--- config.mk ---
export PLATFORM = sky130hd
export DESIGN_NAME = muldiv_unit_flat
export DESIGN_NICKNAME = d
export VERILOG_FILES = /design/src/rtl/muldiv_unit_if.sv /design/src/rtl/muldiv_unit.sv /design/src/flat_wrapper.sv
export SDC_FILE = /design/constraint.sdc
export NUM_CORES = 1
export LEC_CHECK = 0
export CAP_MARGIN = 5
export CORE_ASPECT_RATIO = 1.75
export CORE_MARGIN = 1
export CORE_UTILIZATION = 34
export CTS_CLUSTER_SIZE = 40
export DETAILED_ROUTE_END_ITERATION = 16
export GPL_TIMING_DRIVEN = 0
export PLACE_DENSITY = 0.53
export SLEW_MARGIN = 10
export SYNTH_ARGS = -nofsm -noshare
export SYNTH_HDL_FRONTEND = slang
export SYNTH_SLANG_ARGS = --single-unit
export TNS_END_PERCENT = 10
--- constraint.sdc ---
create_clock -name clk -period 2.3 [get_ports clk]
set_input_delay 0.23 -clock clk [delete_from_list [all_inputs] [get_ports clk]]
set_output_delay 0.23 -clock clk [all_outputs]
set_load 0.01 [all_outputs]
--- src/rtl/muldiv_unit_if.sv ---
// muldiv_unit_if: operand/request and write-back bundle between the core and muldiv_unit
// Parameters: WIDTH operand/result width, DEPTH register count (address width $clog2(DEPTH)).
// Signals: start/op/operand_a/operand_b/dest_addr driven by the core (master);
//          busy/done/wb_en/wb_addr/wb_data driven by the unit (slave).
interface muldiv_unit_if #(
    parameter int WIDTH = 8,
    parameter int DEPTH = 8
);
    localparam int AW = $clog2(DEPTH);
    logic             start;
    logic [1:0]       op;
    logic [WIDTH-1:0] operand_a;
    logic [WIDTH-1:0] operand_b;
    logic [AW-1:0]    dest_addr;
    logic             busy;
    logic             done;
    logic             wb_en;
    logic [AW-1:0]    wb_addr;
    logic [WIDTH-1:0] wb_data;
    modport master (
        output start, op, operand_a, operand_b, dest_addr,
        input  busy, done, wb_en, wb_addr, wb_data
    );
    modport slave (
        input  start, op, operand_a, operand_b, dest_addr,
        output busy, done, wb_en, wb_addr, wb_data
    );
endinterface

--- src/rtl/muldiv_unit.sv ---
// muldiv_unit: iterative unsigned multiply/divide unit feeding the register-file write port
// Ports: clk (rising edge), rst_n (async, active-low), bus (muldiv_unit_if.slave):
//        start/op/operand_a/operand_b/dest_addr in; busy/done/wb_en/wb_addr/wb_data out.
// op: 00 MUL (low product), 01 MULHU (high product), 10 DIVU (quotient), 11 REMU (remainder).
// Build option: define MULDIV_DIV_EN to include the restoring divider; without it
// DIVU/REMU take the short path and return all-ones.
module muldiv_unit #(
    parameter int WIDTH = 8,
    parameter int DEPTH = 8
) (
    input logic         clk,
    input logic         rst_n,
    muldiv_unit_if.slave bus
);
    localparam int AW = $clog2(DEPTH);
    localparam int CW = $clog2(WIDTH) + 1;
`ifdef MULDIV_DIV_EN
    localparam bit DIV_EN = 1'b1;
`else
    localparam bit DIV_EN = 1'b0;
`endif
    localparam logic [1:0] S_IDLE = 2'd0;
    localparam logic [1:0] S_RUN  = 2'd1;
    localparam logic [1:0] S_SKIP = 2'd2;
    localparam logic [1:0] S_DONE = 2'd3;

    logic [1:0]         state_q, state_d;
    logic [CW-1:0]      cnt_q, cnt_d;
    logic [1:0]         op_q, op_d;
    // Multiplicand for MUL/MULHU, divisor for DIVU/REMU.
    logic [WIDTH-1:0]   opnd_q, opnd_d;
    // Low half starts as multiplier (shifted out LSB first) or dividend (shifted out
    // MSB first, quotient bits shifted in); high half accumulates the product.
    logic [2*WIDTH-1:0] acc_q, acc_d;
    logic [AW-1:0]      addr_q, addr_d;
    logic [WIDTH-1:0]   data_q, data_d;
    logic [WIDTH:0]     madd;
    logic [WIDTH-1:0]   mul_res, div_res, skip_res;

    assign madd    = {1'b0, acc_q[2*WIDTH-1:WIDTH]} + (acc_q[0] ? {1'b0, opnd_q} : '0);
    assign mul_res = op_q[0] ? acc_q[2*WIDTH-1:WIDTH] : acc_q[WIDTH-1:0];

`ifdef MULDIV_DIV_EN
    logic [WIDTH:0] rem_q, rem_d;
    logic [WIDTH:0] rem_sh;
    logic           ge;
    assign rem_sh   = {rem_q[WIDTH-1:0], acc_q[WIDTH-1]};
    assign ge       = rem_sh >= {1'b0, opnd_q};
    assign div_res  = op_q[0] ? rem_q[WIDTH-1:0] : acc_q[WIDTH-1:0];
    // Short path with the divider present is only divide-by-zero: REMU yields the dividend.
    assign skip_res = op_q[0] ? acc_q[WIDTH-1:0] : '1;
`else
    assign div_res  = '1;
    assign skip_res = '1;
`endif

    always_comb begin
        state_d = state_q;
        cnt_d   = cnt_q;
        op_d    = op_q;
        opnd_d  = opnd_q;
        acc_d   = acc_q;
        addr_d  = addr_q;
        data_d  = data_q;
`ifdef MULDIV_DIV_EN
        rem_d   = rem_q;
`endif
        case (state_q)
            S_IDLE: if (bus.start) begin
                op_d    = bus.op;
                addr_d  = bus.dest_addr;
                opnd_d  = bus.op[1] ? bus.operand_b : bus.operand_a;
                acc_d   = {{WIDTH{1'b0}}, bus.op[1] ? bus.operand_a : bus.operand_b};
                cnt_d   = '0;
`ifdef MULDIV_DIV_EN
                rem_d   = '0;
`endif
                state_d = (bus.op[1] && (!DIV_EN || bus.operand_b == '0)) ? S_SKIP : S_RUN;
            end
            // WIDTH iteration edges, then one edge to register the selected result.
            S_RUN: if (cnt_q == CW'(WIDTH)) begin
                state_d = S_DONE;
                data_d  = op_q[1] ? div_res : mul_res;
            end else begin
                cnt_d = cnt_q + CW'(1);
`ifdef MULDIV_DIV_EN
                if (op_q[1]) begin
                    rem_d              = ge ? rem_sh - {1'b0, opnd_q} : rem_sh;
                    acc_d[WIDTH-1:0]   = {acc_q[WIDTH-2:0], ge};
                end else
`endif
                acc_d = {madd, acc_q[WIDTH-1:1]};
            end
            S_SKIP: begin
                state_d = S_DONE;
                data_d  = skip_res;
            end
            default: state_d = S_IDLE;
        endcase
    end

    always_ff @(posedge clk or negedge rst_n) begin
        if (!rst_n) begin
            state_q <= S_IDLE;
            cnt_q   <= '0;
            op_q    <= '0;
            opnd_q  <= '0;
            acc_q   <= '0;
            addr_q  <= '0;
            data_q  <= '0;
`ifdef MULDIV_DIV_EN
            rem_q   <= '0;
`endif
        end else begin
            state_q <= state_d;
            cnt_q   <= cnt_d;
            op_q    <= op_d;
            opnd_q  <= opnd_d;
            acc_q   <= acc_d;
            addr_q  <= addr_d;
            data_q  <= data_d;
`ifdef MULDIV_DIV_EN
            rem_q   <= rem_d;
`endif
        end
    end

    assign bus.busy    = state_q != S_IDLE;
    assign bus.done    = state_q == S_DONE;
    assign bus.wb_en   = state_q == S_DONE;
    assign bus.wb_addr = addr_q;
    assign bus.wb_data = data_q;
endmodule

--- src/flat_wrapper.sv ---
// flat-port wrapper written by rule: the top's interface ports become plain ports
module muldiv_unit_flat 
#(
    parameter int WIDTH = 8,
    parameter int DEPTH = 8
)
  (clk, rst_n, bus_start, bus_op, bus_operand_a, bus_operand_b, bus_dest_addr, bus_busy, bus_done, bus_wb_en, bus_wb_addr, bus_wb_data);
  muldiv_unit_if #(.WIDTH(WIDTH), .DEPTH(DEPTH)) bus_i ();
  input logic clk;
  input logic rst_n;
  input wire logic [$bits(bus_i.start)-1:0] bus_start;
  input wire logic [$bits(bus_i.op)-1:0] bus_op;
  input wire logic [$bits(bus_i.operand_a)-1:0] bus_operand_a;
  input wire logic [$bits(bus_i.operand_b)-1:0] bus_operand_b;
  input wire logic [$bits(bus_i.dest_addr)-1:0] bus_dest_addr;
  output wire logic [$bits(bus_i.busy)-1:0] bus_busy;
  output wire logic [$bits(bus_i.done)-1:0] bus_done;
  output wire logic [$bits(bus_i.wb_en)-1:0] bus_wb_en;
  output wire logic [$bits(bus_i.wb_addr)-1:0] bus_wb_addr;
  output wire logic [$bits(bus_i.wb_data)-1:0] bus_wb_data;
  assign bus_i.start = bus_start;
  assign bus_i.op = bus_op;
  assign bus_i.operand_a = bus_operand_a;
  assign bus_i.operand_b = bus_operand_b;
  assign bus_i.dest_addr = bus_dest_addr;
  assign bus_busy = bus_i.busy;
  assign bus_done = bus_i.done;
  assign bus_wb_en = bus_i.wb_en;
  assign bus_wb_addr = bus_i.wb_addr;
  assign bus_wb_data = bus_i.wb_data;
  muldiv_unit #(.WIDTH(WIDTH), .DEPTH(DEPTH)) u_core (.clk(clk), .rst_n(rst_n), .bus(bus_i));
endmodule
Word-level counts from Yosys, hierarchy flattened
Index checks and enable logic that the tools add are counted.
{"block": "classes", "n_addsub": 2, "n_eq_ne": 7, "n_mux": 17, "n_reduce_logical": 8}
{"operator": "$mux 8", "count": 6}
{"operator": "$mux 16", "count": 2}
{"operator": "$pmux 16 s2", "count": 1}
{"operator": "$pmux 8 s2", "count": 1}
{"operator": "$add 8x9->9", "count": 1}
{"operator": "$mux 4", "count": 2}
{"operator": "$pmux 4 s2", "count": 1}
{"operator": "$mux 2", "count": 3}
{"operator": "$pmux 2 s3", "count": 1}
{"operator": "$reduce_and 2->1", "count": 3}
{"operator": "$reduce_bool 2->1", "count": 3}
{"operator": "$add 4x1->4 const B", "count": 1}
{"operator": "$eq 2x2->1 const B", "count": 2}
{"operator": "$eq 4x4->1 const B", "count": 1}
{"operator": "$ne 2x2->1 const B", "count": 2}
{"operator": "$reduce_and 3->1", "count": 1}
{"operator": "$eq 2x1->1 const B", "count": 1}
{"operator": "$logic_not 2->1", "count": 1}
{"operator": "$ne 2x1->1 const B", "count": 1}
{"block": "totals", "regBits": 43, "in_bits": 24, "output_inout_bits": 14, "word_cells": 41}

Depth between registers and ports, before layout
Gate-level depths: netlist of run 1.
{"block": "depth", "word_depth": 4, "mapped_depth": 8, "ltp_nobuf": 8}

Worst setup path before layout of run 1
No wires, ideal clock.
{"block": "synth_path", "path_kind": "flip-flop to flip-flop", "startpoint": "register u_core.acc_q[0]", "endpoint": "register u_core.acc_q[13]", "setup_ns": 0.129, "t_arrival_ns": 1.955, "t_required_ns": 2.171, "slack_ns": 0.216, "stages_incl_launch_ff": 9, "n_path_buf": 0, "synth_period_minus_slack_ns": 2.084, "path_cell_list": "dfrtp_1 -> and2_1 -> ha_1 -> fa_1 -> a211oi_1 -> o21bai_1 -> a21oi_1 -> xor2_1 -> o21ai_1"}
{"block": "synth_via", "elab_chain_len": 4}
{"element": "start, declared", "line": "muldiv_unit.sv:34", "source": "logic [2*WIDTH-1:0] acc_q, acc_d;"}
{"element": "start signal, assigned", "line": "muldiv_unit.sv:108", "source": "acc_q <= '0;"}
{"element": "start signal, assigned", "line": "muldiv_unit.sv:119", "source": "acc_q <= acc_d;"}
{"element": "$mux 8", "line": "muldiv_unit.sv:40", "source": "assign madd = {1'b0, acc_q[2*WIDTH-1:WIDTH]} + (acc_q[0] ? {1'b0, opnd_q} : '0);"}
{"element": "$add 8x9->9", "line": "muldiv_unit.sv:40"}
{"element": "$mux 16", "line": "muldiv_unit.sv:81", "source": "S_RUN: if (cnt_q == CW'(WIDTH)) begin"}
{"element": "$pmux 16 s2", "line": "muldiv_unit.sv:68", "source": "case (state_q)"}
No other way between the ends. The select of a mux whose other input is x is not followed.
A chain may end at the register's enable or synchronous reset.

Final worst setup path of run 1
Same ends and word-level chain as after synthesis.

==> results.json, run 1 <==
{
  "nets": 340,
  "layout-drive-gt1-share_pct": 10.26,
  "clock_skew_ns": 0.005417,
  "io_pins": 38,
  "layout_min_cycle_time_ns": 2.131,
  "clk_pin_slew_ns": 0.06,
  "place_area_mm2": 0.002899,
  "critPathSlowestCell": "dfrtp_2",
  "p_int_mw": 2.395,
  "async_flop_share_pct": 100.0,
  "grt_pass1_vias": 1894,
  "irDropWorstVdd_mv": 0.5140,
  "die_h_um": 113.6,
  "p_clk_share_pct": 18.9,
  "route.detailed.drc": 0,
  "fin_area_mm2": 0.003100,
  "cts_tree": "built",
  "synth.avg_cell_area_um2": 9.560,
  "crit_type": "flip-flop to flip-flop",
  "synth_top_family_by_area": "simple AND/OR/NAND/NOR gates",
  "cpPeakStageDelay_ns": 0.42,
  "dpl.hpwl_um": 4378,
  "ys.flop_type": "dfrtp_1",
  "hold_viol": 0,
  "syn_inst": 253,
  "diodes": 0,
  "worst_hold_path_type": "primary input to asynchronous set/reset pin",
  "overflow": 0,
  "path_cells": "and2_1 > ha_1 > fa_2 > a211oi_2 > o21bai_1 > a21oi_2 > xor2_1 > o21ai_1",
  "numCtsBuffers": 5,
  "arrival_ns": 2.29,
  "synth_compound_area_share_pct": 14.49,
  "portBuffers": 36,
  "synth_xor_area_share_pct": 2.173,
  "power_frac_comb_pct": 47.2,
  "ys_warn_count": 0,
  "synth_seq_cells": 43,
  "power_leakage_nw": 1.452,
  "syn_to_final_growth_pct": 28.19,
  "relSlewSlack_pct": 55.29,
  "antenna_found_initial": 0,
  "gp_congestion": 0.8670,
  "synth_edf_count": 0,
  "seq_area_frac_synth_pct": 44.49,
  "grt_max_degree": 27,
  "p_sw_mw": 1.520,
  "synth_fa_ha_area_share_pct": 8.070,
  "fmax_mhz": 469.3,
  "wire_per_inst_um": 14.15,
  "synth_mux_area_share_pct": 12.36,
  "yosys.area_share.simple_pct": 14.85,
  "drtIter0Drc": 42,
  "cts_root_buffer": "clkbuf_16",
  "clock_sinks": 43,
  "num_rows": 40,
  "clock_path_buffers": 2,
  "synth_nets": 292,
  "syn-cell-area_mm2": 0.002419,
  "clk_latency_ns": 0.28,
  "outcome": "complete, no violations",
  "end_kind": "flip-flop",
  "viasPerCell": 4.979,
  "power_density_mw_per_mm2": 1263,
  "maxCapViolCount": 0,
  "die_width_um": 65.76,
  "synth.distinct_cells": 33,
  "core-area_mm2": 0.006857,
  "drv_slew": 0,
  "htreeDepth": 2,
  "antenna_left": 0,
  "timing.final.ws_setup_ns": 0.1692,
  "critical_path_required_ns": 2.46,
  "switching_share_pct": 38.82,
  "cp.buffers_inverters": 0,
  "grt_pass1_wl_um": 9218,
  "path_max_fanout": 4,
  "total_power_mw": 3.914,
  "fin_crit_sh_pct": 92.65,
  "crit_path_start_kind": "flip-flop",
  "cp_top_family": "compound AO/OA/AOI/OAI gates",
  "via_count": 1922,
  "power_frac_seq_pct": 33.9,
  "dr.pass1.iters": 4,
  "routed_wl_um": 5460,
  "initial_core_util_pct": 35.27,
  "track_usage_pct": 16.42,
  "finalSetupViolations": 0,
  "dieArea_mm2": 0.007468,
  "rsz0062_at_grt": "no",
  "dp_slack_ns": -0.05755,
  "worst_slew_pin_slew_ns": 0.6682
}
metal layers:
metal / track usage [%] / part of all wire, % / vias to the layer above / wire length [um]
met4: 7.826 / 2.3 / 0 / 123
met5: 0 / 0 / - / 0
li1: - / - / 977 / -
met1: 19.06 / 41 / 904 / 2237
met2: 28.23 / 55 / 31 / 2990
met3: 3.100 / 2.0 / 10 / 108
sequential cells by signal (all words and copies together) (netlist names):
signal,count
u_core.cnt_q,4
u_core.acc_q,16
u_core.op_q,2
u_core.state_q,2
u_core.bus.wb_data,8
u_core.bus.wb_addr,3
u_core.opnd_q,8
worst register-to-register path: stages, from the launching register on:
cell	delay, ns
dfrtp_2	0.42
and2_1	0.14
ha_1	0.22
fa_2	0.38
a211oi_2	0.27
o21bai_1	0.15
a21oi_2	0.19
xor2_1	0.16
o21ai_1	0.07
synthesized netlist by cell type (4+ instances only):
cell type  instances  area (um^2)
inv_1              7        26.28
dfrtp_1           43         1076
a31oi_1            8        50.05
nor2_1            26        97.59
ha_1              14        175.2
and2_1             8        50.05
nand3_1            7        35.03
a211oi_1           4        30.03
o21ai_0           17        85.08
nand2_1           30        112.6
o21ai_1           13        65.06
clkbuf_1           4        15.01
mux2_2             4        45.04
xor2_1             6        52.55
buf_2              6        30.03
a21oi_1           12        60.06
mux2i_1           24        240.2
what timing repair did:
action | 4_1_cts | 5_1_grt
setup endpoints to repair | 2 | 2
hold buffers | 1 | 0
setup buffers | 0 | 3
pin swaps | 0 | 1
resized for setup | 1 | 3
hold endpoints to repair | 17 | 0
placed cells by master, fill, tap and decap left out, types with 6 or more instances in the layout:
cell type,netlist,final
dfrtp_1,43,42
clkdlybuf4s50_1,0,35
nand2_1,30,30
nor2_1,26,26
mux2i_1,24,24
o21ai_0,17,17
ha_1,14,14
o21ai_1,13,13
a21oi_1,12,11
and2_1,8,8
a31oi_1,8,8
inv_1,7,7
buf_2,6,7
nand3_1,7,7
xor2_1,6,6
cells by family (layout without fill, tap and decap cells):
group	Yosys count	count (layout)
buffers and inverters	19	68
flip-flops	43	43
AO/OA/AOI/OAI	62	62
adder cells (fa/ha/maj)	15	15
multiplexers	29	29
XOR/XNOR	6	6
AND/OR/NAND/NOR	79	79
per-stage QoR:
stage	cells	TNS [ns]	util (%)	hold slack, ns
6_report	386	0	45.22	0.4361
5_1_grt	386	0	45.22	0.4831
4_1_cts	383	0	44.78	0.4324
3_5_place_dp	374	-0.1035	42.28	0.1992
3_3_place_gp	373	-12.67	42.06	0.4637
2_1_floorplan	253	0	-	-0.06559
area by class of cell:
| cell class | count | area, um^2 |
|---|---|---|
| Clock buffer | 8 | 156.4 |
| Timing Repair Buffer | 41 | 407.9 |
| Fill cell | 702 | 3756 |
| Tap cell | 84 | 105.1 |
| Inverter | 7 | 26.28 |
| Multi-Input combinational cell | 191 | 1267 |
| Sequential cell | 43 | 1077 |
| Buffer | 12 | 60.06 |
power by group through the flow:
stage	Sequential (mW)	Combinational (mW)	Clock, mW
after floorplan	1.32	1.19	0
after global placement	1.34	1.79	0
after detailed placement	1.35	1.83	0
after CTS	1.34	1.84	0.765
after global routing	1.37	2.09	0.794
final	1.33	1.85	0.739
final timing paths:
check,startpoint,to,slack [ns],depth (start not counted)
max in group asynchronous,rst_n,u_core.acc_q[0]$_DFFE_PN0P_,1.36,3
worst min register to register,u_core.opnd_q[3]$_DFFE_PN0P_,u_core.opnd_q[3]$_DFFE_PN0P_,0.48,2
worst max register to register,u_core.acc_q[0]$_DFFE_PN0P_,u_core.acc_q[13]$_DFFE_PN0P_,0.17,8
min in group clk,u_core.opnd_q[3]$_DFFE_PN0P_,u_core.opnd_q[3]$_DFFE_PN0P_,0.48,2
worst min-delay path,rst_n,u_core.bus.wb_data[3]$_DFFE_PN0P_,0.44,2
worst max-delay path,u_core.acc_q[0]$_DFFE_PN0P_,u_core.acc_q[13]$_DFFE_PN0P_,0.17,8
Power figures use the tool's default switching activity.
==> inputs of run 2 (changes only) <==
--- a/config.mk
+++ b/config.mk
@@ -13,6 +13,7 @@
 export DETAILED_ROUTE_END_ITERATION = 16
 export GPL_TIMING_DRIVEN = 0
 export PLACE_DENSITY = 0.53
+export SETUP_SLACK_MARGIN = 0.05
 export SLEW_MARGIN = 10
 export SYNTH_ARGS = -nofsm -noshare
 export SYNTH_HDL_FRONTEND = slang
==> results.json, run 2 (synthesis results as in run 1) <==
{
  "layout.cells.non_filler": 386,
  "place_area_mm2": 0.002899,
  "maxCapViolCount": 0,
  "syn_to_final_growth_pct": 28.19,
  "fmax_mhz": 472.0,
  "antenna_found_initial": 0,
  "finalSetupViolations": 0,
  "hold_viol": 0,
  "power_leakage_nw": 1.452,
  "track_usage_pct": 16.44,
  "overflow": 0,
  "route.detailed.drc": 0,
  "clock_skew_ns": 0.005428,
  "total_power_mw": 3.915,
  "htreeDepth": 2,
  "drv_slew": 0,
  "drtIter0Drc": 44,
  "cts_tree": "built",
  "grt_pass1_vias": 1896,
  "via_count": 1921,
  "power_density_mw_per_mm2": 1263,
  "dieArea_mm2": 0.007468,
  "layout_min_cycle_time_ns": 2.118,
  "arrival_ns": 2.28,
  "die_h_um": 113.6,
  "clk_latency_ns": 0.28,
  "worst_hold_path_type": "primary input to asynchronous set/reset pin",
  "cts_root_buffer": "clkbuf_16",
  "layout-drive-gt1-share_pct": 10.26,
  "fin_crit_sh_pct": 92.11,
  "clock_sinks": 43,
  "end_kind": "flip-flop",
  "diodes": 0,
  "viasPerCell": 4.977,
  "hold_ws_ns": 0.4361,
  "core-area_mm2": 0.006857,
  "outcome": "complete, no violations",
  "rsz0062_at_grt": "no",
  "antenna_left": 0,
  "grt_max_degree": 27,
  "portBuffers": 36,
  "regMostFlops": "u_core.acc_q",
  "dr.pass1.iters": 4,
  "crit_path_start_kind": "flip-flop",
  "nets": 340,
  "fin_area_mm2": 0.003100,
  "crit_type": "flip-flop to flip-flop",
  "numCtsBuffers": 5,
  "num_rows": 40,
  "gp_congestion": 0.8670,
  "irDropWorstVdd_mv": 0.5140,
  "worst_slew_pin_slew_ns": 0.6682,
  "routed_wl_um": 5463,
  "final_cell_mix": "42 x dfrtp_1, 35 x clkdlybuf4s50_1, 30 x nand2_1",
  "grt_pass1_wl_um": 9232,
  "initial_core_util_pct": 35.27,
  "die_width_um": 65.76,
  "dp.cells": 374,
  "critical_path_required_ns": 2.46,
  "clk_pin_slew_ns": 0.06,
  "path_max_fanout": 4,
  "largest_reg_flops": 16,
  "final_common_cell": "dfrtp_1",
  "clock_path_buffers": 2,
  "dpl.hpwl_um": 4378,
  "wire_per_inst_um": 14.15,
  "io_pins": 38,
  "relSlewSlack_pct": 55.29
}
[run 2: cell counts in the layout (fill, tap and decap cells not counted)]
Identical to the previous run, type by type.
[run 2: metal layers]
metal	routed length (um)	share of wire (%)	vias up	global-route usage (%)
li1	-	-	977	-
met1	2237	41	903	19.12
met2	2993	55	31	28.23
met3	108	2.0	10	3.100
met4	123	2.3	0	7.826
met5	0	0	-	0
[run 2: worst paths after layout]
check | slack, ns | start | to | depth (start not counted)
max | 0.18 | u_core.acc_q[0]$_DFFE_PN0P_ | u_core.acc_q[13]$_DFFE_PN0P_ | 8
min | 0.44 | rst_n | u_core.bus.wb_data[3]$_DFFE_PN0P_ | 2
max reg2reg | 0.18 | u_core.acc_q[0]$_DFFE_PN0P_ | u_core.acc_q[13]$_DFFE_PN0P_ | 8
min reg2reg | 0.48 | u_core.opnd_q[3]$_DFFE_PN0P_ | u_core.opnd_q[3]$_DFFE_PN0P_ | 2
max in group asynchronous | 1.36 | rst_n | u_core.acc_q[0]$_DFFE_PN0P_ | 3
min in group clk | 0.48 | u_core.opnd_q[3]$_DFFE_PN0P_ | u_core.opnd_q[3]$_DFFE_PN0P_ | 2
[run 2: report_power, final]
| part | total [mW] | internal [mW] | switching (mW) | leakage, nW |
|---|---|---|---|---|
| registers | 1.33 | 1.09 | 0.234 | 0.530 |
| logic | 1.85 | 0.839 | 1.01 | 0.845 |
| clock network | 0.739 | 0.462 | 0.277 | 0.0772 |
[run 2: worst max-delay path, cell delays in order (launching register included)]
cell and delay [ns]:
dfrtp_2 0.42, and2_1 0.14, ha_1 0.22, fa_2 0.38
a211oi_2 0.27, o21bai_1 0.14, a21oi_2 0.19, xor2_1 0.16
o21ai_1 0.07
[run 2: per-stage QoR]
| step | util (%) | worst slack (ns) | TNS, ns |
|---|---|---|---|
| after CTS | 44.84 | 0.05249 | 0 |
| after global routing | 45.22 | 0.05848 | 0 |
| after detailed placement | 42.28 | -0.05755 | -0.1035 |
| after floorplan | - | 0.2163 | 0 |
| final | 45.22 | 0.1815 | 0 |
| after global placement | 42.06 | -0.2956 | -12.67 |
[run 2: area by class of cell]
type                            instances  area, um^2
Timing Repair Buffer                   41       407.9
Clock buffer                            8       156.4
Buffer                                 12       60.06
Sequential cell                        43        1077
Inverter                                7       26.28
Multi-Input combinational cell        191        1267
Fill cell                             702        3756
Tap cell                               84       105.1
[run 2: repair_timing]
item | CTS | global route
hold endpoints to repair | 17 | 0
pin swaps | 0 | 2
resized for setup | 2 | 2
hold buffers | 1 | 0
buffers inserted | 0 | 3
endpoints found under the setup margin | 2 | 2
==> inputs of run 3 (changes only) <==
==> constraint.sdc (replaced) <==
create_clock -name clk -period 2.1 [get_ports clk]
set_input_delay 0.21 -clock clk [delete_from_list [all_inputs] [get_ports clk]]
set_output_delay 0.21 -clock clk [all_outputs]
set_load 0.01 [all_outputs]
==> results.json, run 3 (synthesis results as in run 1) <==
{
  "outcome": "complete, no violations",
  "rr_worst_depth": 8,
  "syn_to_final_growth_pct": 29.02,
  "dieArea_mm2": 0.007468,
  "overflow": 0,
  "hold_ws_ns": 0.4065,
  "multi_input_area_mm2": 0.001292,
  "drtIter0Drc": 73,
  "largest_reg_flops": 16,
  "rrSetupSlack_ns": 0.1,
  "end_kind": "flip-flop",
  "drv_slew": 0,
  "fin_area_mm2": 0.003120,
  "initial_core_util_pct": 35.27,
  "layout_min_cycle_time_ns": 2.003,
  "core-area_mm2": 0.006857,
  "dr.pass1.iters": 4,
  "die_h_um": 113.6,
  "grt_pass1_vias": 1995,
  "irDropWorstVdd_mv": 0.5149,
  "track_usage_pct": 17.18,
  "final_common_cell": "dfrtp_1",
  "route.detailed.drc": 0,
  "r2r_end": "u_core.acc_q[13]$_DFFE_PN0P_",
  "cts_tree": "built",
  "worst_hold_path_type": "primary input to asynchronous set/reset pin",
  "relSlewSlack_pct": 53.86,
  "grt_pass1_wl_um": 9632,
  "io_pins": 38,
  "num_rows": 40,
  "crit_type": "flip-flop to flip-flop",
  "layout-drive-gt1-share_pct": 12.25,
  "final_cell_mix": "42 x dfrtp_1, 35 x clkdlybuf4s50_1, 30 x nand2_1",
  "tns_ns": 0,
  "nets": 341,
  "cts_root_buffer": "clkbuf_16",
  "wire_per_inst_um": 14.25,
  "maxCapViolCount": 0,
  "grt_max_degree": 27,
  "clock_sinks": 43,
  "timing.final.ws_setup_ns": 0.09705,
  "rr_startpoint": "u_core.acc_q[0]$_DFFE_PN0P_",
  "power_density_mw_per_mm2": 1373,
  "diodes": 0,
  "fin_crit_sh_pct": 95.38,
  "place_area_mm2": 0.002904,
  "power_leakage_nw": 1.451,
  "portBuffers": 36,
  "critical_path_required_ns": 2.26,
  "die_width_um": 65.76,
  "clk_pin_slew_ns": 0.06,
  "htreeDepth": 2,
  "antenna_found_initial": 0,
  "fmax_mhz": 499.3,
  "regMostFlops": "u_core.acc_q",
  "regArea_mm2": 0.001077,
  "routed_wl_um": 5499,
  "crit_path_start_kind": "flip-flop",
  "gp_congestion": 0.8279,
  "clk_latency_ns": 0.29,
  "via_count": 1927,
  "finalSetupViolations": 0,
  "numCtsBuffers": 5,
  "dp_slack_ns": -0.2034,
  "worst_slew_pin_slew_ns": 0.6921,
  "dpl.hpwl_um": 4338,
  "clock_path_buffers": 2,
  "arrival_ns": 2.16,
  "viasPerCell": 4.992,
  "total_power_mw": 4.284,
  "path_max_fanout": 5,
  "hold_viol": 0,
  "clock_skew_ns": 0.003275,
  "antenna_left": 0,
  "n_fill_cell": 668,
  "rsz0062_at_grt": "yes"
}
[run 3: timing repair]
action | in CTS | in global routing
pin swaps | 4 | 6
endpoints found under the hold margin | 17 | 0
buffers inserted | 4 | 0
hold buffers | 1 | 0
setup endpoints to repair | 3 | 15
gates resized for setup | 4 | 7
gates cloned | 0 | 0
[run 3: report_power, final]
group	switching, mW	internal, mW	total (mW)
clock	0.306	0.464	0.770
combinational	1.12	0.944	2.07
sequential	0.252	1.20	1.45
[run 3: critical path, stage by stage (launching register included)]
cell and delay (ns):
dfrtp_2 0.41, buf_4 0.16, and2_4 0.14, fa_2 0.38, a211oi_2 0.23, o21bai_1 0.14
a21oi_2 0.20, xor2_1 0.15, o21ai_1 0.07
[run 3: final cells by class]
cell class	instances	share of cell area (%)
clock buffer	6	4.451
timing repair buffer	42	13.31
sequential	43	34.52
multi-input combinational	191	41.42
inverter	7	0.8420
clock inverter	1	0.1604
buffer	12	1.925
tap	84	3.368
[run 3: how the worst max path moves through the flow]
stage                                           start                                 to  slack [ns]
after detailed placement  u_core.acc_q[0]$_DFFE_PN0P_       u_core.acc_q[13]$_DFFE_PN0P_       -0.20
final                     u_core.acc_q[0]$_DFFE_PN0P_       u_core.acc_q[13]$_DFFE_PN0P_         0.1
after floorplan           u_core.acc_q[0]$_DFFE_PN0P_       u_core.acc_q[13]$_DFFE_PN0P_        0.07
after global placement                          rst_n  u_core.bus.wb_addr[0]$_DFFE_PN0P_       -0.44
after CTS                 u_core.acc_q[0]$_DFFE_PN0P_       u_core.acc_q[13]$_DFFE_PN0P_        0.05
after global routing      u_core.acc_q[0]$_DFFE_PN0P_       u_core.acc_q[13]$_DFFE_PN0P_        0.01
[run 3: per-stage QoR]
stage	std cells	utilization [%]
floorplan	253	-
global placement	373	42.14
detailed placement	374	42.35
CTS	386	45.18
global route	386	45.51
finish	386	45.51
[run 3: per-layer routing]
layer	part of all wire (%)	global-route usage, %	vias up
met4	2.1	7.391	0
met3	2.4	3.400	9
li1	-	-	984
met1	41	18.87	904
met5	0	0	-
met2	55	30.95	30
